`src/rtl/mmu_kt22_if.sv`:
```
// mmu_kt22_if: CPU-side translation request/response bundle for mmu_kt22.
//   req_valid/req_ready  request handshake (accepted when both high at a clock edge)
//   req_va               16-bit virtual address
//   req_cm               access mode: 00 kernel, 01 supervisor, 11 user (10 is illegal)
//   req_wr               1 write, 0 read
//   req_i                1 instruction-space access
//   rsp_valid            one-cycle pulse, one cycle after an accepted request
//   rsp_pa               22-bit physical address
//   rsp_abort            access must be aborted
//   rsp_trap             memory-management trap after the access completes
// master = CPU side, slave = MMU side.
interface mmu_kt22_if;
    logic        req_valid;
    logic        req_ready;
    logic [15:0] req_va;
    logic [1:0]  req_cm;
    logic        req_wr;
    logic        req_i;
    logic        rsp_valid;
    logic [21:0] rsp_pa;
    logic        rsp_abort;
    logic        rsp_trap;

    modport master (
        output req_valid, req_va, req_cm, req_wr, req_i,
        input  req_ready, rsp_valid, rsp_pa, rsp_abort, rsp_trap
    );

    modport slave (
        input  req_valid, req_va, req_cm, req_wr, req_i,
        output req_ready, rsp_valid, rsp_pa, rsp_abort, rsp_trap
    );
endinterface

```
`src/rtl/mmu_kt22.sv`:
```
// mmu_kt22: KT-11 style memory management unit with 18/22-bit mapping, split I/D
// spaces, MMR0 abort freeze and MMR1 register-update logging. Translation is done
// combinationally from the request and registered into a one-deep response stage.
// Ports:
//   clk, reset_n      clock, async active-low reset
//   soft_reset        sync clear of MMR0 and MMR3 (RESET instruction)
//   bus               mmu_kt22_if.slave request/response bundle
//   fetch_va          instruction fetch start: loads MMR2 (with accepted req), clears MMR1
//   rn_upd/num/delta  GPR auto-inc/dec event logged into MMR1
//   pxr_*             register-file access; address {mmr,par,mode[1:0],D,apf[2:0]},
//                     MMR select in [1:0] when mmr=1; ack and read data one cycle later
module mmu_kt22 #(
    parameter int MAP22_EN = 1,
    parameter int PAR_BITS = 16,
    parameter int NUM_ID   = 2
) (
    input  logic        clk,
    input  logic        reset_n,
    input  logic        soft_reset,
    mmu_kt22_if.slave   bus,
    input  logic        fetch_va,
    input  logic        rn_upd,
    input  logic [2:0]  rn_num,
    input  logic [4:0]  rn_delta,
    input  logic        pxr_wr,
    input  logic        pxr_rd,
    input  logic [1:0]  pxr_be,
    input  logic [7:0]  pxr_addr,
    input  logic [15:0] pxr_data_in,
    output logic [15:0] pxr_data_out,
    output logic        pxr_ack
);

    localparam logic [15:0] PAR_MASK   = 16'((32'd1 << PAR_BITS) - 32'd1);
    localparam logic [15:0] PDR_WMASK  = 16'o077417;
    localparam logic [15:0] MMR0_WMASK = 16'o171177;
    localparam logic [15:0] MMR3_WMASK = {11'b0, MAP22_EN != 0, 1'b0, {3{NUM_ID == 2}}};

    // Written byte lanes take din & mask; bits outside the mask read back as 0.
    function automatic logic [15:0] byte_wr(input logic [15:0] old_v, input logic [15:0] din,
                                            input logic [15:0] mask, input logic [1:0] be);
        logic [15:0] lanes;
        lanes = {{8{be[1]}}, {8{be[0]}}};
        return (old_v & ~lanes) | (din & mask & lanes);
    endfunction

    logic [15:0] par_q [64];
    logic [15:0] pdr_q [64];

    logic [15:0] mmr0_q, mmr0_d;
    logic [15:0] mmr1_q, mmr1_d;
    logic [15:0] mmr2_q, mmr2_d;
    logic [15:0] mmr3_q, mmr3_d;
    logic [1:0]  mmr1_cnt_q, mmr1_cnt_d;
    logic        rsp_valid_q, rsp_valid_d;
    logic [21:0] rsp_pa_q, rsp_pa_d;
    logic        rsp_abort_q, rsp_abort_d;
    logic        rsp_trap_q, rsp_trap_d;
    logic        pxr_ack_q, pxr_ack_d;
    logic [15:0] pxr_data_q, pxr_data_d;

    // register-file decode
    logic        pxr_is_mmr, pxr_is_par, pxr_impl;
    logic [5:0]  pxr_idx;
    logic [1:0]  pxr_sel;
    logic        pdr_sw_wr, par_sw_wr, mmr0_sw_wr, mmr3_sw_wr;
    logic        req_ready;
    logic [15:0] rd_data;

    assign pxr_is_mmr = pxr_addr[7];
    assign pxr_is_par = pxr_addr[6];
    assign pxr_idx    = pxr_addr[5:0];
    assign pxr_sel    = pxr_addr[1:0];
    assign pxr_impl   = (NUM_ID == 2) || !pxr_addr[3];
    assign pdr_sw_wr  = pxr_wr && !pxr_is_mmr && !pxr_is_par && pxr_impl;
    assign par_sw_wr  = pxr_wr && !pxr_is_mmr &&  pxr_is_par && pxr_impl;
    assign mmr0_sw_wr = pxr_wr && pxr_is_mmr && (pxr_sel == 2'd0);
    assign mmr3_sw_wr = pxr_wr && pxr_is_mmr && (pxr_sel == 2'd3);

    // A PDR or MMR0 write would race the response-edge update, so stall requests.
    assign req_ready  = !(pxr_wr && ((!pxr_is_mmr && !pxr_is_par) ||
                                     (pxr_is_mmr && (pxr_sel == 2'd0))));

    // translation
    logic        d_en, d_sel;
    logic [5:0]  tidx;
    logic [15:0] par_v, pdr_v;
    logic [2:0]  acf;
    logic [6:0]  bn, plf;
    logic        ed, map_en, mode22, frozen, req_acc;
    logic [21:0] sum22, pa;
    logic        err_nr, err_ple, err_ro, abort, trap_cond, trap;
    logic        upd_we;
    logic [15:0] upd_data;

    always_comb begin
        d_en = 1'b0;
        case (bus.req_cm)
            2'b00:   d_en = mmr3_q[2];
            2'b01:   d_en = mmr3_q[1];
            2'b11:   d_en = mmr3_q[0];
            default: d_en = 1'b0;
        endcase
    end

    assign d_sel   = (NUM_ID == 2) && d_en && !bus.req_i;
    assign tidx    = {bus.req_cm, d_sel, bus.req_va[15:13]};
    assign par_v   = par_q[tidx] & PAR_MASK;
    assign pdr_v   = pdr_q[tidx];
    assign acf     = pdr_v[2:0];
    assign ed      = pdr_v[3];
    assign plf     = pdr_v[14:8];
    assign bn      = bus.req_va[12:6];
    assign map_en  = mmr0_q[0];
    assign mode22  = (MAP22_EN != 0) && mmr3_q[4];
    assign frozen  = |mmr0_q[15:13];
    assign req_acc = bus.req_valid && req_ready;
    assign sum22   = {par_v, 6'b0} + {9'b0, bus.req_va[12:0]};

    always_comb begin
        pa = {6'b0, bus.req_va};
        if (!map_en) begin
            if (bus.req_va[15:13] == 3'b111) pa = {6'h3F, bus.req_va};
        end else if (mode22) begin
            pa = sum22;
        end else begin
            pa = {4'h0, sum22[17:0]};
            if (sum22[17:13] == 5'h1F) pa[21:18] = 4'hF;
        end
    end

    assign err_nr    = map_en && ((acf == 3'd0) || (acf == 3'd3) || (acf == 3'd7) ||
                                  (bus.req_cm == 2'b10));
    assign err_ple   = map_en && (ed ? (bn < plf) : (bn > plf));
    assign err_ro    = map_en && bus.req_wr && ((acf == 3'd1) || (acf == 3'd2));
    assign abort     = err_nr || err_ple || err_ro;
    assign trap_cond = map_en && !abort &&
                       ((acf == 3'd1) || (acf == 3'd4) || ((acf == 3'd5) && bus.req_wr));
    assign trap      = trap_cond && mmr0_q[9];

    // A (bit 7) on trap condition, W (bit 6) on completed write.
    assign upd_we   = req_acc && map_en && !abort && (trap_cond || bus.req_wr);
    assign upd_data = pdr_v | {8'b0, trap_cond, bus.req_wr, 6'b0};

    always_comb begin
        rd_data = 16'h0;
        if (pxr_is_mmr) begin
            case (pxr_sel)
                2'd0:    rd_data = mmr0_q;
                2'd1:    rd_data = mmr1_q;
                2'd2:    rd_data = mmr2_q;
                default: rd_data = mmr3_q;
            endcase
        end else if (pxr_impl) begin
            rd_data = pxr_is_par ? (par_q[pxr_idx] & PAR_MASK) : pdr_q[pxr_idx];
        end
    end

    always_comb begin
        mmr0_d = mmr0_q;
        if (req_acc && abort && !frozen) begin
            mmr0_d[15:13] = {err_nr, err_ple, err_ro};
            mmr0_d[6:1]   = tidx;
        end
        if (req_acc && trap) mmr0_d[12] = 1'b1;
        if (mmr0_sw_wr) mmr0_d = byte_wr(mmr0_q, pxr_data_in, MMR0_WMASK, pxr_be);
        if (soft_reset) mmr0_d = 16'h0;
    end

    always_comb begin
        mmr3_d = mmr3_q;
        if (mmr3_sw_wr) mmr3_d = byte_wr(mmr3_q, pxr_data_in, MMR3_WMASK, pxr_be);
        if (soft_reset) mmr3_d = 16'h0;
    end

    // MMR1 takes the first two register updates after a fetch; later ones are dropped.
    always_comb begin
        mmr1_d     = mmr1_q;
        mmr1_cnt_d = mmr1_cnt_q;
        mmr2_d     = mmr2_q;
        if (!frozen) begin
            if (fetch_va) begin
                mmr1_d     = 16'h0;
                mmr1_cnt_d = 2'd0;
                if (req_acc) mmr2_d = bus.req_va;
            end
            if (rn_upd) begin
                case (mmr1_cnt_d)
                    2'd0: begin
                        mmr1_d[7:0] = {rn_delta, rn_num};
                        mmr1_cnt_d  = 2'd1;
                    end
                    2'd1: begin
                        mmr1_d[15:8] = {rn_delta, rn_num};
                        mmr1_cnt_d   = 2'd2;
                    end
                    default: mmr1_cnt_d = mmr1_cnt_d;
                endcase
            end
        end
    end

    always_comb begin
        rsp_valid_d = req_acc;
        rsp_pa_d    = req_acc ? pa : rsp_pa_q;
        rsp_abort_d = req_acc && abort;
        rsp_trap_d  = req_acc && trap;
        pxr_ack_d   = pxr_rd || pxr_wr;
        pxr_data_d  = pxr_rd ? rd_data : pxr_data_q;
    end

    always_ff @(posedge clk or negedge reset_n) begin
        if (!reset_n) begin
            mmr0_q      <= 16'h0;
            mmr1_q      <= 16'h0;
            mmr2_q      <= 16'h0;
            mmr3_q      <= 16'h0;
            mmr1_cnt_q  <= 2'd0;
            rsp_valid_q <= 1'b0;
            rsp_pa_q    <= 22'h0;
            rsp_abort_q <= 1'b0;
            rsp_trap_q  <= 1'b0;
            pxr_ack_q   <= 1'b0;
            pxr_data_q  <= 16'h0;
        end else begin
            mmr0_q      <= mmr0_d;
            mmr1_q      <= mmr1_d;
            mmr2_q      <= mmr2_d;
            mmr3_q      <= mmr3_d;
            mmr1_cnt_q  <= mmr1_cnt_d;
            rsp_valid_q <= rsp_valid_d;
            rsp_pa_q    <= rsp_pa_d;
            rsp_abort_q <= rsp_abort_d;
            rsp_trap_q  <= rsp_trap_d;
            pxr_ack_q   <= pxr_ack_d;
            pxr_data_q  <= pxr_data_d;
        end
    end

    // PAR/PDR contents survive reset; a software PDR write overrides a same-edge update.
    always_ff @(posedge clk) begin
        if (upd_we) pdr_q[tidx] <= upd_data;
        if (pdr_sw_wr) pdr_q[pxr_idx] <= byte_wr(pdr_q[pxr_idx], pxr_data_in, PDR_WMASK, pxr_be);
        if (par_sw_wr) par_q[pxr_idx] <= byte_wr(par_q[pxr_idx], pxr_data_in, PAR_MASK, pxr_be);
    end

    assign bus.req_ready  = req_ready;
    assign bus.rsp_valid  = rsp_valid_q;
    assign bus.rsp_pa     = rsp_pa_q;
    assign bus.rsp_abort  = rsp_abort_q;
    assign bus.rsp_trap   = rsp_trap_q;
    assign pxr_ack        = pxr_ack_q;
    assign pxr_data_out   = pxr_data_q;

endmodule

```
`src/flat_wrapper.sv`:
```
// flat-port wrapper written by rule: the top's interface ports become plain ports
module mmu_kt22_flat 
#(
    parameter int MAP22_EN = 1,
    parameter int PAR_BITS = 16,
    parameter int NUM_ID   = 2
)
  (clk, reset_n, soft_reset, fetch_va, rn_upd, rn_num, rn_delta, pxr_wr, pxr_rd, pxr_be, pxr_addr, pxr_data_in, pxr_data_out, pxr_ack, bus_req_valid, bus_req_va, bus_req_cm, bus_req_wr, bus_req_i, bus_req_ready, bus_rsp_valid, bus_rsp_pa, bus_rsp_abort, bus_rsp_trap);
  mmu_kt22_if bus_i ();
  input  logic clk;
  input  logic reset_n;
  input  logic soft_reset;
  input  logic fetch_va;
  input  logic rn_upd;
  input  logic [2:0] rn_num;
  input  logic [4:0] rn_delta;
  input  logic pxr_wr;
  input  logic pxr_rd;
  input  logic [1:0] pxr_be;
  input  logic [7:0] pxr_addr;
  input  logic [15:0] pxr_data_in;
  output logic [15:0] pxr_data_out;
  output logic pxr_ack;
  input wire logic [$bits(bus_i.req_valid)-1:0] bus_req_valid;
  input wire logic [$bits(bus_i.req_va)-1:0] bus_req_va;
  input wire logic [$bits(bus_i.req_cm)-1:0] bus_req_cm;
  input wire logic [$bits(bus_i.req_wr)-1:0] bus_req_wr;
  input wire logic [$bits(bus_i.req_i)-1:0] bus_req_i;
  output wire logic [$bits(bus_i.req_ready)-1:0] bus_req_ready;
  output wire logic [$bits(bus_i.rsp_valid)-1:0] bus_rsp_valid;
  output wire logic [$bits(bus_i.rsp_pa)-1:0] bus_rsp_pa;
  output wire logic [$bits(bus_i.rsp_abort)-1:0] bus_rsp_abort;
  output wire logic [$bits(bus_i.rsp_trap)-1:0] bus_rsp_trap;
  assign bus_i.req_valid = bus_req_valid;
  assign bus_i.req_va = bus_req_va;
  assign bus_i.req_cm = bus_req_cm;
  assign bus_i.req_wr = bus_req_wr;
  assign bus_i.req_i = bus_req_i;
  assign bus_req_ready = bus_i.req_ready;
  assign bus_rsp_valid = bus_i.rsp_valid;
  assign bus_rsp_pa = bus_i.rsp_pa;
  assign bus_rsp_abort = bus_i.rsp_abort;
  assign bus_rsp_trap = bus_i.rsp_trap;
  mmu_kt22 #(.MAP22_EN(MAP22_EN), .PAR_BITS(PAR_BITS), .NUM_ID(NUM_ID)) u_core (.clk(clk), .reset_n(reset_n), .soft_reset(soft_reset), .bus(bus_i), .fetch_va(fetch_va), .rn_upd(rn_upd), .rn_num(rn_num), .rn_delta(rn_delta), .pxr_wr(pxr_wr), .pxr_rd(pxr_rd), .pxr_be(pxr_be), .pxr_addr(pxr_addr), .pxr_data_in(pxr_data_in), .pxr_data_out(pxr_data_out), .pxr_ack(pxr_ack));
endmodule
```
`config.mk`:
```
export PLATFORM = sky130hd
export DESIGN_NAME = mmu_kt22_flat
export DESIGN_NICKNAME = d
export VERILOG_FILES = /design/src/rtl/mmu_kt22_if.sv /design/src/rtl/mmu_kt22.sv /design/src/flat_wrapper.sv
export SDC_FILE = /design/constraint.sdc
export NUM_CORES = 2
export LEC_CHECK = 0
export CORE_MARGIN = 1.5
export CORE_UTILIZATION = 57
export CTS_CLUSTER_DIAMETER = 80
export CTS_CLUSTER_SIZE = 30
export DETAILED_ROUTE_END_ITERATION = 8
export HOLD_SLACK_MARGIN = 0.08
export PLACE_DENSITY = 0.76
export SYNTH_ARGS = -nofsm -noshare
export SYNTH_HDL_FRONTEND = slang
export SYNTH_SLANG_ARGS = --single-unit
export TNS_END_PERCENT = 30
```
`constraint.sdc`:
```
create_clock -name clk -period 6.5 [get_ports clk]
set_input_delay 1.3 -clock clk [delete_from_list [all_inputs] [get_ports clk]]
set_output_delay 1.3 -clock clk [all_outputs]
set_load 0.005 [all_outputs]
```
==> run metrics <==
DR vias=57,900; power density cells=241 nW/um2; Final Max Slew Viols=0; Antenna Nets Post-Route=0; Util after Layout=63.9%; TritonCTS clock tree=yes; Slowest-stage cell, CP=mux4_2; most common cell in the netlist=edfxtp_1; final hold vios=0; Post-route DRC=0; CP Buf/Inv Count=6; met2 wire length=136 mm; global-route wire length before repair=427 mm; vias in the first global route=55,900; Placer Congestion=0.990; WHS=0.486 ns; area grow syn2layout=11.0%; Final Power=26.9 mW; sequential share of the synthesized area=63.8%; Worst Slack Setup Final=0.419 ns; Die Area=179,000 um2; vias per cell=7.63; CP Max Fanout=23; post-DP HPWL=203 mm; Routed met3 length=47.9 mm; Max VDD drop=0.000205 V; post-cts sizing count=0; # rows=153; Nets=5,263; cell count after synthesis=4,890; top routing layer in use=met5; grt ovf=0; GRT Util Overall=34.2%; starting DRC count in detailed routing=10,200; CTS Buf Count=97; Crit. End Element=flip-flop; Skew-Pair Late Insertion Delay=0.80 ns; clock-pin slew on the worst setup and hold paths=0.11 ns; Core ar.=175,000 um2; HP Class=reg2reg; top post-synthesis cells by count=2,048 x edfxtp_1, 1,241 x mux4_2, 210 x nand2_1; Max Freq=164 MHz; critical path class=in2reg; layout cell share with drive strength beyond 1=39.2%; Boundary Pins=105; Mapped Nets=4,970; Leak=35.3 nW; crit-path max cell delay=0.58 ns; Crit path max-delay family=multiplexers; Setup crit start kind=input port; die width=423 um; Starting Density=57.6%; Slew headroom=11.8%; CTS Sinks=2,156; Post-CTS Setup Inserts=0; #FFs+latches synth=2,156; largest net degree at the start of global routing=67; predominant post-synthesis flop cell=edfxtp_1; period utilisation layout=93.6%; Die Ht=423 um; Max clock buf depth=3; Final min period=6.08 ns; # setup viols final=0; root buf cell=clkbuf_16; M1 WL=106 mm; Worst Path Arrival=6.57 ns; Synth Warn #=0; Wirelength per Cell=40.0 um; Post-Syn Area per Cell=20.6 um2; hold buffers post-CTS=0; RSZ-0062 raised after global routing=false; most frequent CP cell=buf_12; Worst-Margin Slew=1.32 ns; Cell Area, Synth=101,000 um2; DR pass1 iterations=8; Place WS=-0.302 ns; Crit path required time=6.99 ns; MaxCap Viol Count=0; top cells by area, synth=edfxtp_1 61%, mux4_2 28%, dfrtp_1 2.7%; Synth top area share=61.2%; # port buffers=104; status=finished, final reports clean; CTS H-tree depth=3; CP cell instances=clkdlybuf4s50_1, mux2_2, o211ai_4, buf_12, buf_4, mux4_2, mux4_2, inv_1, ha_1, o21a_1, o21ai_0, a21oi_1, o21ai_0, mux2i_1, or2_1, or4_1, o21ai_2, buf_12, and2_2, buf_12; drt total wl=303 mm; unique cell type count in the Yosys netlist=73; Post-synth EDFFs=2,048; Post-synth ARST share=5.01%; clock skew=0.0504 ns; Yosys top cell by area=edfxtp_1; initial antenna violation count=18
[layer usage]
metal	vias up	track usage [%]
met1	30600	48.9
met4	8	12.5
met3	628	11.4
met5	-	0
li1	21700	-
met2	4936	49.7
[worst paths after layout]
kind                       cells past startpoint  slack [ns]                      end                 start
max in group asynchronous                      2        4.79    u_core.bus.rsp_pa[12]               reset_n
hold / removal                                 2        0.49     u_core.bus.rsp_pa[1]  u_core.bus.rsp_pa[1]
min in group asynchronous                      1        0.52  u_core.pxr_data_out[12]               reset_n
setup / recovery                              20        0.42     u_core.pdr_q[62][13]         bus_req_cm[0]
hold reg to reg                                2        0.49     u_core.bus.rsp_pa[1]  u_core.bus.rsp_pa[1]
setup reg to reg                              19        1.09     u_core.pdr_q[62][13]      u_core.mmr3_q[2]
[cell families (layout without fill, tap and decap cells)]
kind of cell,count (synthesis),count (layout),synth area share (%)
flops,2156,2156,63.8
xor+xnor,13,13,0.113
other cells,0,8,0
compound gates,322,322,2.03
buf+inv,395,755,1.72
fa+ha+maj,18,18,0.231
mux,1407,1407,29.5
simple gates,579,579,2.57
[layout make-up]
cell class	instances	area, um2
inverter	29	109
multi-input combinational	2339	35200
clock buffer	114	2620
clock inverter	52	664
timing repair buffer	560	5920
antenna	8	20.0
tap	2325	2910
fill	11400	62900
sequential	2156	64200
[cell usage in the layout (no fill, tap or decap), types with 23 or more instances in the layout]
master,n
buf_4,342
dfrtp_1,108
a22oi_1,23
buf_12,115
edfxtp_1,2048
inv_1,23
mux4_2,1241
o22ai_1,37
nor2_2,87
nand3_1,27
mux2i_1,132
a21oi_1,78
nor2_1,101
and2_1,32
clkbuf_16,102
mux2_2,33
o21ai_0,64
clkdlybuf4s50_1,93
nand2_1,206
[stage by stage]
stage	area, um2	setup TNS, ns	std cells
finish	112000	0	7583
global route	112000	0	7575
CTS	112000	0	7575
detailed placement	108000	-162.14	7409
global placement	108000	-239.57	7409
floorplan	101000	-65.63	4890
[worst reg2reg max path: cells and delay by family (launching register included)]
kind | cells | cell delay, ns
muxes | 4 | 1.56
AOI/OAI and AO/OA | 6 | 0.85
and+or+nand+nor | 3 | 0.97
DFF | 1 | 0.45
adders and majority gates | 1 | 0.27
buffers and inverters | 5 | 1.01
[registers in the layout, summed over array words and instances, names as in the netlist]
signal and cells:
u_core.bus.rsp_valid 1, u_core.pdr_q 1024, u_core.mmr1_q 16, u_core.mmr2_q 16
u_core.mmr0_q 16, u_core.mmr3_q 16, u_core.bus.rsp_trap 1, u_core.pxr_ack 1
u_core.pxr_data_out 16, u_core.bus.rsp_pa 22, u_core.bus.rsp_abort 1, u_core.par_q 1024
u_core.mmr1_cnt_q 2
[power breakdown]
| part | switching, mW | internal (mW) |
|---|---|---|
| clock network | 4.61 | 3.16 |
| registers | 0.0507 | 15.6 |
| logic | 2.13 | 1.32 |
| total | 6.79 | 20.1 |
Power figures use the tool's default switching activity.
